[src/rtl/pingpong_sp_ram_pkg.sv]
// Shared helpers for the ping-pong sample capture block.
// Address width derivation for the bank pointers.
package pingpong_sp_ram_pkg;

  function automatic int addr_w(input int depth);
    int w;
    w = $clog2(depth);
    return (w < 1) ? 1 : w;
  endfunction

endpackage

[src/rtl/pingpong_sp_ram_sp_ram.sv]
// Single-port RAM bank with registered read.
// Read register clears on reset; the array itself does not.
module sp_ram
  import pingpong_sp_ram_pkg::*;
#(
  parameter int WIDTH = 16,
  parameter int DEPTH = 10,
  parameter int AW    = addr_w(DEPTH)
) (
  input  logic             clk,
  input  logic             rst,
  input  logic             we,
  input  logic             re,
  input  logic [AW-1:0]    addr,
  input  logic [WIDTH-1:0] wdata,
  output logic [WIDTH-1:0] rdata
);

  logic [WIDTH-1:0] mem [DEPTH];

  // Storage array write port
  always_ff @(posedge clk) begin
    if (we) begin
      mem[addr] <= wdata;
    end
  end

  // Registered read, held while not enabled
  always_ff @(posedge clk or posedge rst) begin
    if (rst) begin
      rdata <= '0;
    end else if (re) begin
      rdata <= mem[addr];
    end
  end

endmodule

[src/rtl/pingpong_sp_ram.sv]
// Ping-pong capture: one bank fills while the other
// streams out one word per cycle.
module pingpong_sp_ram
  import pingpong_sp_ram_pkg::*;
#(
  parameter int WIDTH = 16,
  parameter int DEPTH = 10
) (
  input  logic             clk_i,
  input  logic             rst_i,
  input  logic [WIDTH-1:0] sample_i,
  input  logic             sample_ready_i,
  output logic [WIDTH-1:0] read_data_o,
  output logic             buffer_ready_o
);

  localparam int AW = addr_w(DEPTH);
  localparam logic [AW-1:0] LAST = AW'(DEPTH - 1);

  logic          wr_bank;
  logic [AW-1:0] wr_ptr;
  logic [AW-1:0] rd_ptr;
  logic          rd_active;
  logic          rd_sel;
  logic          frame_done;

  logic             we0, we1;
  logic             re0, re1;
  logic [AW-1:0]    addr0, addr1;
  logic [WIDTH-1:0] rdata0, rdata1;

  assign frame_done = sample_ready_i && (wr_ptr == LAST);

  // Fill pointer and bank swap on the last sample
  always_ff @(posedge clk_i or posedge rst_i) begin
    if (rst_i) begin
      wr_ptr  <= '0;
      wr_bank <= 1'b0;
    end else if (sample_ready_i) begin
      if (wr_ptr == LAST) begin
        wr_ptr  <= '0;
        wr_bank <= ~wr_bank;
      end else begin
        wr_ptr <= wr_ptr + 1'b1;
      end
    end
  end

  // Readout sequencer; a new frame restarts it
  always_ff @(posedge clk_i or posedge rst_i) begin
    if (rst_i) begin
      rd_ptr    <= '0;
      rd_active <= 1'b0;
      rd_sel    <= 1'b0;
    end else begin
      if (rd_active) begin
        rd_sel <= ~wr_bank;
        if (rd_ptr == LAST) begin
          rd_ptr    <= '0;
          rd_active <= 1'b0;
        end else begin
          rd_ptr <= rd_ptr + 1'b1;
        end
      end
      if (frame_done) begin
        rd_ptr    <= '0;
        rd_active <= 1'b1;
      end
    end
  end

  // One-cycle frame-complete pulse
  always_ff @(posedge clk_i or posedge rst_i) begin
    if (rst_i) begin
      buffer_ready_o <= 1'b0;
    end else begin
      buffer_ready_o <= frame_done;
    end
  end

  // Bank port steering: write bank gets wr_ptr, other gets rd_ptr
  always_comb begin
    we0   = sample_ready_i & ~wr_bank;
    we1   = sample_ready_i & wr_bank;
    re0   = rd_active & wr_bank;
    re1   = rd_active & ~wr_bank;
    addr0 = wr_ptr;
    addr1 = rd_ptr;
    if (wr_bank) begin
      addr0 = rd_ptr;
      addr1 = wr_ptr;
    end
  end

  // Present the bank that was read most recently
  always_comb begin
    read_data_o = rdata0;
    unique case (1'b1)
      rd_sel:  read_data_o = rdata1;
      default: read_data_o = rdata0;
    endcase
  end

  sp_ram #(
    .WIDTH (WIDTH),
    .DEPTH (DEPTH),
    .AW    (AW)
  ) u_bank0 (
    .clk   (clk_i),
    .rst   (rst_i),
    .we    (we0),
    .re    (re0),
    .addr  (addr0),
    .wdata (sample_i),
    .rdata (rdata0)
  );

  sp_ram #(
    .WIDTH (WIDTH),
    .DEPTH (DEPTH),
    .AW    (AW)
  ) u_bank1 (
    .clk   (clk_i),
    .rst   (rst_i),
    .we    (we1),
    .re    (re1),
    .addr  (addr1),
    .wdata (sample_i),
    .rdata (rdata1)
  );

endmodule

[config.mk]
export PLATFORM = sky130hd
export DESIGN_NAME = pingpong_sp_ram
export DESIGN_NICKNAME = d
export VERILOG_FILES = /design/src/rtl/pingpong_sp_ram_pkg.sv /design/src/rtl/pingpong_sp_ram_sp_ram.sv /design/src/rtl/pingpong_sp_ram.sv
export SDC_FILE = /design/constraint.sdc
export NUM_CORES = 1
export LEC_CHECK = 0
export BUFFER_PORTS_ARGS = -buffer_cell sky130_fd_sc_hd__buf_2
export CAP_MARGIN = 20
export CORE_UTILIZATION = 45
export CTS_BUF_LIST = sky130_fd_sc_hd__clkbuf_2 sky130_fd_sc_hd__clkbuf_4 sky130_fd_sc_hd__clkbuf_8
export CTS_CLUSTER_SIZE = 14
export DETAILED_ROUTE_END_ITERATION = 6
export PLACE_DENSITY = 0.62
export RECOVER_POWER = 25
export SLEW_MARGIN = 5
export SYNTH_ARGS = -nofsm -noshare
export SYNTH_HDL_FRONTEND = slang
export SYNTH_SLANG_ARGS = --single-unit
export TNS_END_PERCENT = 5
[constraint.sdc]
create_clock -name clk_i -period 2.9 [get_ports clk_i]
set_input_delay 0.29 -clock clk_i [delete_from_list [all_inputs] [get_ports clk_i]]
set_output_delay 0.29 -clock clk_i [all_outputs]
set_load 0.05 [all_outputs]
### Word level (Yosys, flattened, before mapping)

Memory sizes are Yosys's and may differ from the RTL's. A register that Yosys moved wholly into a read port is not among the register bits.
Index checks and enable logic that the tools add are counted.

* add/subtract/negate cells: 2
* eq/ne operators: 2
* multiplexer cells: 14
* bitwise gates (word level): 5
* reductions and logical operators: 3

Operators by type and width (number)
* two-way mux 4 bit: 6
* two-way mux 16 bit: 1
* adder 4 x 1 -> 4 bit, second input constant: 2
* == test 4 bit, second input constant: 2
* two-way mux 1 bit: 7
* bitwise AND 1 bit: 4
* AND reduction 2 bit: 1
* nonzero test 2 bit: 1
* logical AND 1 bit: 1
* NOT 1 bit: 1

* flip-flop bits (word level): 12
* RAM bits: 320
* input port bits: 19
* output and inout bits: 17
* logic and storage cells: 34
* memories kept: 2

Memories
* u_bank0.mem: depth 10, bits a word 16, read ports 1, clocked after Yosys merged registers in 1, wr ports 1, line pingpong_sp_ram_sp_ram.sv:19 `logic [WIDTH-1:0] mem [DEPTH];`
* u_bank1.mem: depth 10, bits a word 16, read ports 1, clocked after Yosys merged registers in 1, wr ports 1, line pingpong_sp_ram_sp_ram.sv:19

### Logic depth before layout (Yosys ltp)

Gate-level depths: netlist of run 1.

* depth in word-level cells: 4
* mapped depth: 7
* depth with buffers taken out: 6

### By module

A second synthesis of run 1 with hierarchy kept.

* cells, all modules: 819
* area total of the unflattened synthesis: 14609.0 µm²

By module, submodules not included
* sp_ram: times used 2, cells each 368, area an instance 6870.3 µm², sequential area each 5205.0 µm²
* pingpong_sp_ram: times used 1, cells each 83, area an instance 868.3 µm², sequential area each 300.3 µm²

### Least setup slack after synthesis of run 1

OpenSTA, ideal clock, no wires.

* path type: flip-flop to flip-flop
* start point: register wr_bank
* end point: memory u_bank1.mem[0][0] (enable)
* setup time: 430 ps
* arrival: 2613 ps
* data required time: 2470 ps
* slack: -143 ps
* stages on the path, launching flop included: 6
* buffers on the path: 2
* period minus slack after synthesis: 3043 ps
* path through: dfrtp_1 buf_6 clkbuf_1 nor3_1 a21oi_1 nor4_1

* longest elaborated chain between the ends: 3
* elaborated cells on any way between the ends: 4
* classes of those cells: mux: 3; bitwise: 1

RTL lines
* start, declared: line pingpong_sp_ram.sv:20 `logic wr_bank;`
* start signal, assigned: line pingpong_sp_ram.sv:42 `wr_bank <= ~wr_bank;`
* bitwise AND 1 bit: line pingpong_sp_ram.sv:84 `we1 = sample_ready_i & wr_bank;`
* two-way mux 1 bit: line pingpong_sp_ram_sp_ram.sv:23 `if (we) begin`
* two-way mux 1 bit (implied by the code): line pingpong_sp_ram_sp_ram.sv:24 `mem[addr] <= wdata;`
* end, declared: line pingpong_sp_ram_sp_ram.sv:19

Several ways; a longest one is shown, not always the timed one.

### Worst setup path in the final report of run 1

* start point: register rd_sel
* end point: output port read_data_o[15]

* longest elaborated chain between the ends: 1

RTL lines
* start, declared: line pingpong_sp_ram.sv:24 `logic rd_sel;`
* start signal, assigned: line pingpong_sp_ram.sv:57 `rd_sel <= ~wr_bank;`
* two-way mux 16 bit: line pingpong_sp_ram.sv:98 `unique case (1'b1)`
* end, declared: line pingpong_sp_ram.sv:13 `output logic [WIDTH-1:0] read_data_o,`

No other way between the ends.

==> results of run 1 <==
-- layout by cell type (no fill, tap or decap), types with 2 or more instances in the layout --
cell type	netlist	layout
a21oi_1	4	4
edfxtp_1	320	320
nor2_1	43	43
mux4_2	64	64
dfrtp_1	44	44
clkinv_1	1	17
xnor2_1	2	2
buf_12	0	4
clkinv_2	0	9
o21ai_0	5	5
nand2_1	40	40
nor4_2	0	13
nand2b_1	4	4
nand3_1	4	4
mux2i_1	4	2
a31oi_1	32	32
clkinvlp_4	0	2
a21o_1	3	3
mux2i_4	0	4
a22oi_1	32	32
clkbuf_8	0	61
nor3_1	4	2
mux2_2	52	52
clkbuf_1	21	12
nor3_2	0	2
inv_1	4	3
clkbuf_4	0	17
buf_2	11	23
ha_1	2	2
dlygate4sd3_1	0	2
buf_4	5	30
and3_1	2	2
-- kinds of logic after synthesis --
logic type,after synthesis,share of synthesized area (%)
flops,364,75.6
mux,123,14.9
simple gates,113,3.46
compound gates,79,3.75
buf+inv,50,1.99
xor+xnor,3,0.185
fa+ha+maj,2,0.177
-- worst register-to-register path: stages (launching register included) --
cell and delay (ns):
dfrtp_1 0.50, mux2i_4 0.30, buf_12 0.33, mux4_2 0.62
a22oi_1 0.20, a31oi_1 0.13
-- area by class of cell --
class | instances | area [µm²] | area share, %
sequential | 364 | 10700 | 66.3
clock inverter | 28 | 150 | 0.930
clock buffer | 78 | 967 | 5.99
multi-input combinational | 320 | 3320 | 20.5
timing repair buffer | 71 | 485 | 3.01
tap | 396 | 495 | 3.07
inverter | 5 | 18.8 | 0.116
-- state kept, by name (all words and copies together), names as in the netlist --
| register | cells |
|---|---|
| u_bank0.rdata | 16 |
| u_bank0.mem | 160 |
| u_bank1.mem | 160 |
| rd_sel | 1 |
| wr_bank | 1 |
| rd_active | 1 |
| buffer_ready_o | 1 |
| wr_ptr | 4 |
| rd_ptr | 4 |
| u_bank1.rdata | 16 |
-- Yosys cell counts --
master	number	area [µm²]
a21boi_0	1	7.51
a21o_1	3	22.5
a21oi_1	4	20.0
a22o_1	1	8.76
a22oi_1	32	240
a31oi_1	32	200
and2_1	1	6.26
and3_1	2	12.5
buf_2	11	55.1
buf_4	5	37.5
buf_6	5	56.3
buf_8	2	30.0
clkbuf_1	21	78.8
clkbuf_2	1	5.00
clkinv_1	1	3.75
dfrtp_1	44	1100
edfxtp_1	320	9610
ha_1	2	25.0
inv_1	4	15.0
mux2_1	1	11.3
mux2_2	52	586
mux2i_1	4	40.0
mux2i_2	2	27.5
mux4_2	64	1440
nand2_1	40	150
nand2b_1	4	25.0
nand3_1	4	20.0
nor2_1	43	161
nor2b_1	1	6.26
nor3_1	4	20.0
nor3b_1	1	7.51
nor4_1	13	81.3
o21ai_0	5	25.0
o21bai_1	1	7.51
xnor2_1	2	17.5
xor2_1	1	8.76
-- worst paths after layout --
path	startpoint	to	slack (ns)	cells past startpoint
setup / recovery	rd_sel	read_data_o[15]	0.49	2
hold / removal	sample_i[2]	u_bank1.mem[0][2]	0.15	1
setup reg to reg	wr_bank	u_bank0.rdata[3]	0.67	5
hold reg to reg	u_bank0.rdata[7]	u_bank0.rdata[7]	0.55	2
max in group asynchronous	rst_i	u_bank0.rdata[2]	1.84	4
min in group asynchronous	rst_i	u_bank1.rdata[10]	0.38	3
-- layer usage --
metal,GRT usage [%],vias to the layer above,routed length [µm]
met4,6.97,0,867
met1,26.5,3767,13400
li1,-,3137,-
met3,3.02,65,1300
met5,0,-,0
met2,32.2,191,15200
-- power by group --
| part | leakage, µW | total (µW) | internal [µW] | switching [µW] |
|---|---|---|---|---|
| Clock | 0.000591 | 4150 | 2240 | 1900 |
| Sequential | 0.00339 | 6900 | 6400 | 503 |
| Combinational | 0.00134 | 6100 | 2570 | 3530 |
| Total | 0.00533 | 17100 | 11200 | 5930 |
-- per-stage QoR --
stage	TNS, ns	util (%)
6_report	0	52.5
5_1_grt	0	52.5
4_1_cts	0	52.5
3_5_place_dp	0	48.8
3_3_place_gp	0	48.8
2_1_floorplan	-17.06	-
==> results.tsv, run 1 <==
metric	value	unit
Final Hold Slack	0.149	ns
Pwr per Cell Area	1060	nW/µm²
htree depth	2	
Hold-fix buffers, CTS	2	
DRC viols	8	
layout cells sized above 1	32.8	%
GPL Wtd Cong	0.797	
critical path data arrival time	2.12	ns
PortBufs	35	
Pleak	0.00533	µW
Setup CP Type	reg -> out	
worst vdd ir	661	µV
Initial DRC Count	539	
library cells used by synthesis	36	
status	complete, but fails checks	
Num CTS Buffers	56	
crit start category	register	
Crit path max-delay family	flip-flops	
CTS resizes	0	
DIE HEIGHT	179	µm
Site Rows	64	
# fillers	2493	
Initial Utilization	46.1	%
clk_skew	0.0134	ns
CP endpoint kind	output port	
CP cell instances	mux2_2 > buf_2	
largest net degree at the start of global routing	49	
synthesized flop and latch total	364	
post-DP HPWL	17.3	mm
Sink Count	364	
Max Fclk	415	MHz
sequential fraction of the synthesis area	75.6	%
min Tclk post-route	2.41	ns
WP buf/inv	1	
design area	16100	µm²
fin crit share	83.2	%
CP peak stage delay	0.83	ns
Final Hold Fails	0	
grt ovf	0	
area post-placement	15000	µm²
Skew-Pair Late Insertion Delay	0.59	ns
Slew Viols, Final	0	
Final WS setup	0.488	ns
post-synthesis area per instance	19.3	µm²
synth-to-layout area growth	13.9	%
All-Layer GR Usage	19.5	%
failing checks	design-rule violations	
dpl cells	1154	
Synth Cell Area	14200	µm²
Final ANT Viol Nets	0	
Die W	179	µm
Synthesis Warnings	0	
Cells after Synth	734	
drt total wl	30.7	mm
drt wl/cell	24.3	µm
number of global-route vias before repair	7566	
ant diodes	0	
full die area	32200	µm²
Clock Tree Buf Depth	3	
initial antenna violation count	0	
Net Count, Synth	755	
CTS clk-pin slew, worst paths	0.06	ns
Post-CTS Setup Bufs	0	
clk root buf	clkbuf_8	
Nets	839	
Vias/cell	5.67	
number of I/O pins	36	
number of max-cap violations	0	
Final Power	17100	µW
TritonCTS clock tree	done	
Layout Cells excl Fill	1262	
detailed-route via count	7160	
Slew @ Worst Pin	0.913	ns
critical path required time	2.61	ns
first-pass GRT wire length	46.5	mm
total core area	30700	µm²
worst-path maximum fanout	17	
Setup violations, final	0	
Hold Path Class	in -> reg	
RSZ-0062 raised after global routing	false	
Slew headroom	39.1	%
DRT Pass-1 Iters	6	
CP max stage cell	dfrtp_1	
post-place setup slack	0.663	ns
(Power assumes the default switching activity.)
==> run 2: changes to the inputs <==
Settings changed: PLACE_DENSITY 0.62 to 0.6.
Clock period 2.9 ns to 2.4 ns, I/O delays scaled along.
==> results.tsv, run 2 (synthesis results as in run 1) <==
metric	value	unit
status	complete, but fails checks	
failing checks	design-rule violations	
Final Hold Fails	0	
Slew headroom	37.8	%
min Tclk post-route	2.23	ns
CP endpoint kind	register	
worst vdd ir	819	µV
TritonCTS clock tree	done	
clk root buf	clkbuf_8	
met1 WL	13.5	mm
CTS clk-pin slew, worst paths	0.07	ns
WP buf/inv	2	
number of I/O pins	36	
Post-CTS Setup Bufs	0	
R2R Path Start	wr_bank	
drt total wl	31.0	mm
Slew Viols, Final	0	
initial antenna violation count	0	
Num CTS Buffers	55	
worst reg2reg setup slack	0.17	ns
Vias/cell	5.73	
Setup violations, final	0	
design area	16300	µm²
Util after Layout	53.0	%
Clock Tree Buf Depth	3	
Sink Count	364	
metal2 WL	15.4	mm
Die W	179	µm
crit start category	register	
Hold Path Depth	1	
GPL Wtd Cong	0.838	
detailed-route via count	7238	
Crit path max-delay family	multiplexers	
DRT Pass-1 Iters	6	
largest net degree at the start of global routing	45	
DIE HEIGHT	179	µm
FF/Latch Area	10700	µm²
met3 wire len	1.48	mm
fin crit share	93.0	%
CP max stage cell	dfrtp_1	
Multi-input gate area	3320	µm²
DRC viols	10	
drt wl/cell	24.5	µm
synth-to-layout area growth	14.9	%
post-DP HPWL	18.3	mm
Initial DRC Count	571	
RSZ-0062 raised after global routing	false	
htree depth	2	
first-pass GRT wire length	46.5	mm
most common cell after layout, fill and taps aside	edfxtp_1	
number of global-route vias before repair	7617	
full die area	32200	µm²
Nets	843	
critical path data arrival time	2.66	ns
Site Rows	64	
PortBufs	35	
most frequent cells in the layout	edfxtp_1, mux4_2, clkbuf_8, mux2_2	
worst-path maximum fanout	44	
total core area	30700	µm²
Hold Path Sink	u_bank1.mem[9][8]	
Final ANT Viol Nets	0	
Reg2Reg Depth	6	
clk_skew	0.0209	ns
Final WS setup	0.169	ns
number of max-cap violations	0	
ant diodes	0	
All-Layer GR Usage	19.5	%
Skew-Pair Late Insertion Delay	0.58	ns
uppermost routed layer	met4	
Pleak	0.00538	µW
area post-placement	15100	µm²
CP cell instances	mux2i_4 > buf_12 > buf_4 > mux4_2 > nand2_1 > a31oi_1	
Hold Path Class	in -> reg	
Setup CP Type	reg -> reg	
Initial Utilization	46.1	%
critical path required time	2.83	ns
Pwr per Cell Area	1290	nW/µm²
post-place setup slack	0.117	ns
# fillers	2482	
layout cells sized above 1	34.3	%
grt ovf	0	
leading registers by flop count	u_bank0.mem x160, u_bank1.mem x160	
R2R Path End	u_bank0.rdata[1]	
Max Fclk	448	MHz
Slew @ Worst Pin	0.933	ns
CP peak stage delay	0.51	ns
Hold Crit Start	sample_i[8]	
-- run 2: cell types whose count changed in the layout (fill, tap and decap cells not counted), sizes merged --
cell	previous run	this run
clkbuf	90	92
clkinv	26	16
buf	57	63
bufinv	1	2
clkinvlp	2	5
-- run 2: report_power, final --
| part | internal (µW) | leakage (µW) | switching (µW) |
|---|---|---|---|
| sequential | 7730 | 0.00339 | 598 |
| clock | 2900 | 0.000611 | 2290 |
| combinational | 3210 | 0.00138 | 4300 |
| total | 13800 | 0.00538 | 7200 |
-- run 2: timing repair --
item | 4_1_cts | 5_1_grt
hold buffers | 2 | 0
gates resized for setup | 0 | 3
hold endpoints to repair | 16 | 0
endpoints found under the setup margin | 0 | 48
-- run 2: layout make-up --
class / instances / share of cell area, %
Inverter: 5 / 0.138
Clock buffer: 81 / 6.15
Clock inverter: 22 / 0.991
Multi-Input combinational cell: 320 / 20.4
Sequential cell: 364 / 65.8
Tap cell: 396 / 3.04
Timing Repair Buffer: 76 / 3.55
-- run 2: worst max path at each step --
stage            start  cells after the start           endpoint
2_1_floorplan  wr_bank                      5  u_bank1.mem[0][0]
3_3_place_gp   wr_bank                      6   u_bank0.rdata[0]
3_5_place_dp   wr_bank                      4  u_bank1.mem[1][4]
4_1_cts         rd_sel                      2     read_data_o[9]
5_1_grt        wr_bank                      6  u_bank1.rdata[15]
6_report       wr_bank                      6   u_bank0.rdata[1]
-- run 2: routing by layer --
layer  track usage (%)  vias to the layer above
met1              26.5                     3817
met3              3.40                       56
li1                  -                     3149
met4              6.52                        0
met2              32.2                      216
met5                 0                        -
-- run 2: metrics by stage --
step | cells | hold slack, ns | power (µW) | TNS [ns]
2_1_floorplan | 734 | 0.327 | 13800 | -128.82
3_3_place_gp | 1159 | 0.276 | 15900 | 0
3_5_place_dp | 1159 | 0.277 | 16000 | 0
4_1_cts | 1264 | 0.0502 | 21200 | 0
5_1_grt | 1264 | 0.0952 | 22000 | 0
6_report | 1264 | 0.102 | 21000 | 0
==> run 3: changes to the inputs <==
Settings changed: BUFFER_PORTS_ARGS -buffer_cell sky130_fd_sc_hd__buf_2 to -buffer_cell sky130_fd_sc_hd__buf_4.
==> results.tsv, run 3 (synthesis results as in run 1) <==
metric	value	unit
status	finished, final reports clean	
Layout Cells excl Fill	1276	
DRT Pass-1 Iters	6	
Util after Layout	53.4	%
Critical Path Source	wr_bank	
first-pass GRT wire length	46.7	mm
GPL Wtd Cong	0.818	
number of max-cap violations	0	
htree depth	2	
Slew @ Worst Pin	1.03	ns
Skew-Pair Late Insertion Delay	0.58	ns
dpl cells	1164	
Hold Path Class	in -> async	
Initial DRC Count	538	
Sink Count	364	
Vias/cell	5.70	
critical path data arrival time	2.66	ns
initial antenna violation count	0	
Setup violations, final	0	
CTS clk-pin slew, worst paths	0.06	ns
clk root buf	clkbuf_8	
worst vdd ir	1190	µV
post-place setup slack	0.203	ns
Die W	179	µm
clk_skew	0.0166	ns
Clock Tree Buf Depth	3	
full die area	32200	µm²
Reg2Reg Depth	6	
Nets	854	
R2R Path End	u_bank0.rdata[6]	
All-Layer GR Usage	19.6	%
DRC viols	0	
Post-CTS Setup Bufs	0	
Final Hold Fails	0	
Pwr per Cell Area	1290	nW/µm²
drt wl/cell	24.3	µm
critical path required time	2.84	ns
min Tclk post-route	2.21	ns
Slew headroom	31.6	%
Worst setup endpoint	u_bank0.rdata[6]	
CP cell instances	buf_4 > mux2i_4 > buf_12 > mux4_2 > a22oi_1 > a31oi_1	
ant diodes	0	
CP peak stage delay	0.51	ns
post-DP HPWL	17.9	mm
crit start category	register	
grt ovf	0	
layout cells sized above 1	34.7	%
detailed-route via count	7270	
Pleak	0.00547	µW
RSZ-0062 raised after global routing	false	
total core area	30700	µm²
most frequent cells in the layout	edfxtp_1, mux4_2, clkbuf_8, buf_4, mux2_2	
DIE HEIGHT	179	µm
number of global-route vias before repair	7615	
Max Fclk	451	MHz
Setup CP Type	reg -> reg	
Num CTS Buffers	56	
most common cell after layout, fill and taps aside	edfxtp_1	
stages on the worst setup path	6	
Crit path max-delay family	multiplexers	
Final ANT Viol Nets	0	
CP endpoint kind	register	
WP buf/inv	2	
number of I/O pins	36	
fin crit share	92.3	%
leading registers by flop count	u_bank0.mem x160, u_bank1.mem x160	
worst reg2reg setup slack	0.19	ns
TritonCTS clock tree	done	
largest net degree at the start of global routing	45	
worst-path maximum fanout	32	
Initial Utilization	46.1	%
R2R Path Start	wr_bank	
drt total wl	31.0	mm
CP max stage cell	dfrtp_1	
synth-to-layout area growth	15.9	%
PortBufs	35	
Final WS setup	0.185	ns
Site Rows	64	
Slew Viols, Final	0	
run 3: changes by cell type in the layout (fill, tap and decap cells not counted), sizes merged, moves of 5 or more:
cell         previous run  this run
buf                    63        68
clkbuf                 92       104
clkinv                 16        11
clkinvlp                5         0
dlygate4sd3             2         7
run 3: metal layers:
metal	track usage [%]	routed length, µm
met1	27.0	13600
met2	31.5	15000
met3	3.42	1430
met4	7.41	939
met5	0	0
run 3: what timing repair did:
item / 4_1_cts / 5_1_grt
endpoints found under the hold margin: 96 / 0
setup endpoints to repair: 0 / 1
hold buffers: 7 / 0
gates resized for setup: 0 / 1
run 3: worst min path at each step:
stage / startpoint / slack, ns / end
floorplan: sample_ready_i / 0.33 / wr_ptr[0]
global placement: rst_i / 0.33 / u_bank1.rdata[12]
detailed placement: rst_i / 0.33 / u_bank1.rdata[12]
CTS: sample_i[5] / 0.002 / u_bank1.mem[7][5]
global route: rst_i / 0.30 / u_bank1.rdata[13]
finish: rst_i / 0.29 / u_bank1.rdata[10]
run 3: tightest hold or removal path: cells and delay by family:
kind	cells	cell delay, ns
buffers and inverters	4	1.01
run 3: where the power goes:
group          internal, µW  switching (µW)  total, µW  leakage (µW)
clock network          2950            2250       5200      0.000632
registers              7730             625       8350       0.00339
logic                  3380            4310       7690       0.00145
run 3: area by class of cell:
class | count | area (µm²)
multi-input combinational | 320 | 3320
clock inverter | 12 | 81.3
sequential | 364 | 10700
fill | 2448 | 14300
clock buffer | 93 | 1090
inverter | 5 | 18.8
timing repair buffer | 86 | 722
tap | 396 | 495
run 3: per-stage QoR:
| stage | total power [µW] | hold WS (ns) | setup TNS [ns] | cell area, µm² |
|---|---|---|---|---|
| after global routing | 22200 | 0.297 | 0 | 16400 |
| final | 21200 | 0.285 | 0 | 16400 |
| after floorplan | 13800 | 0.327 | -128.82 | 14200 |
| after detailed placement | 16200 | 0.328 | 0 | 15200 |
| after global placement | 16100 | 0.326 | 0 | 15200 |
| after CTS | 21500 | 0.00174 | 0 | 16500 |
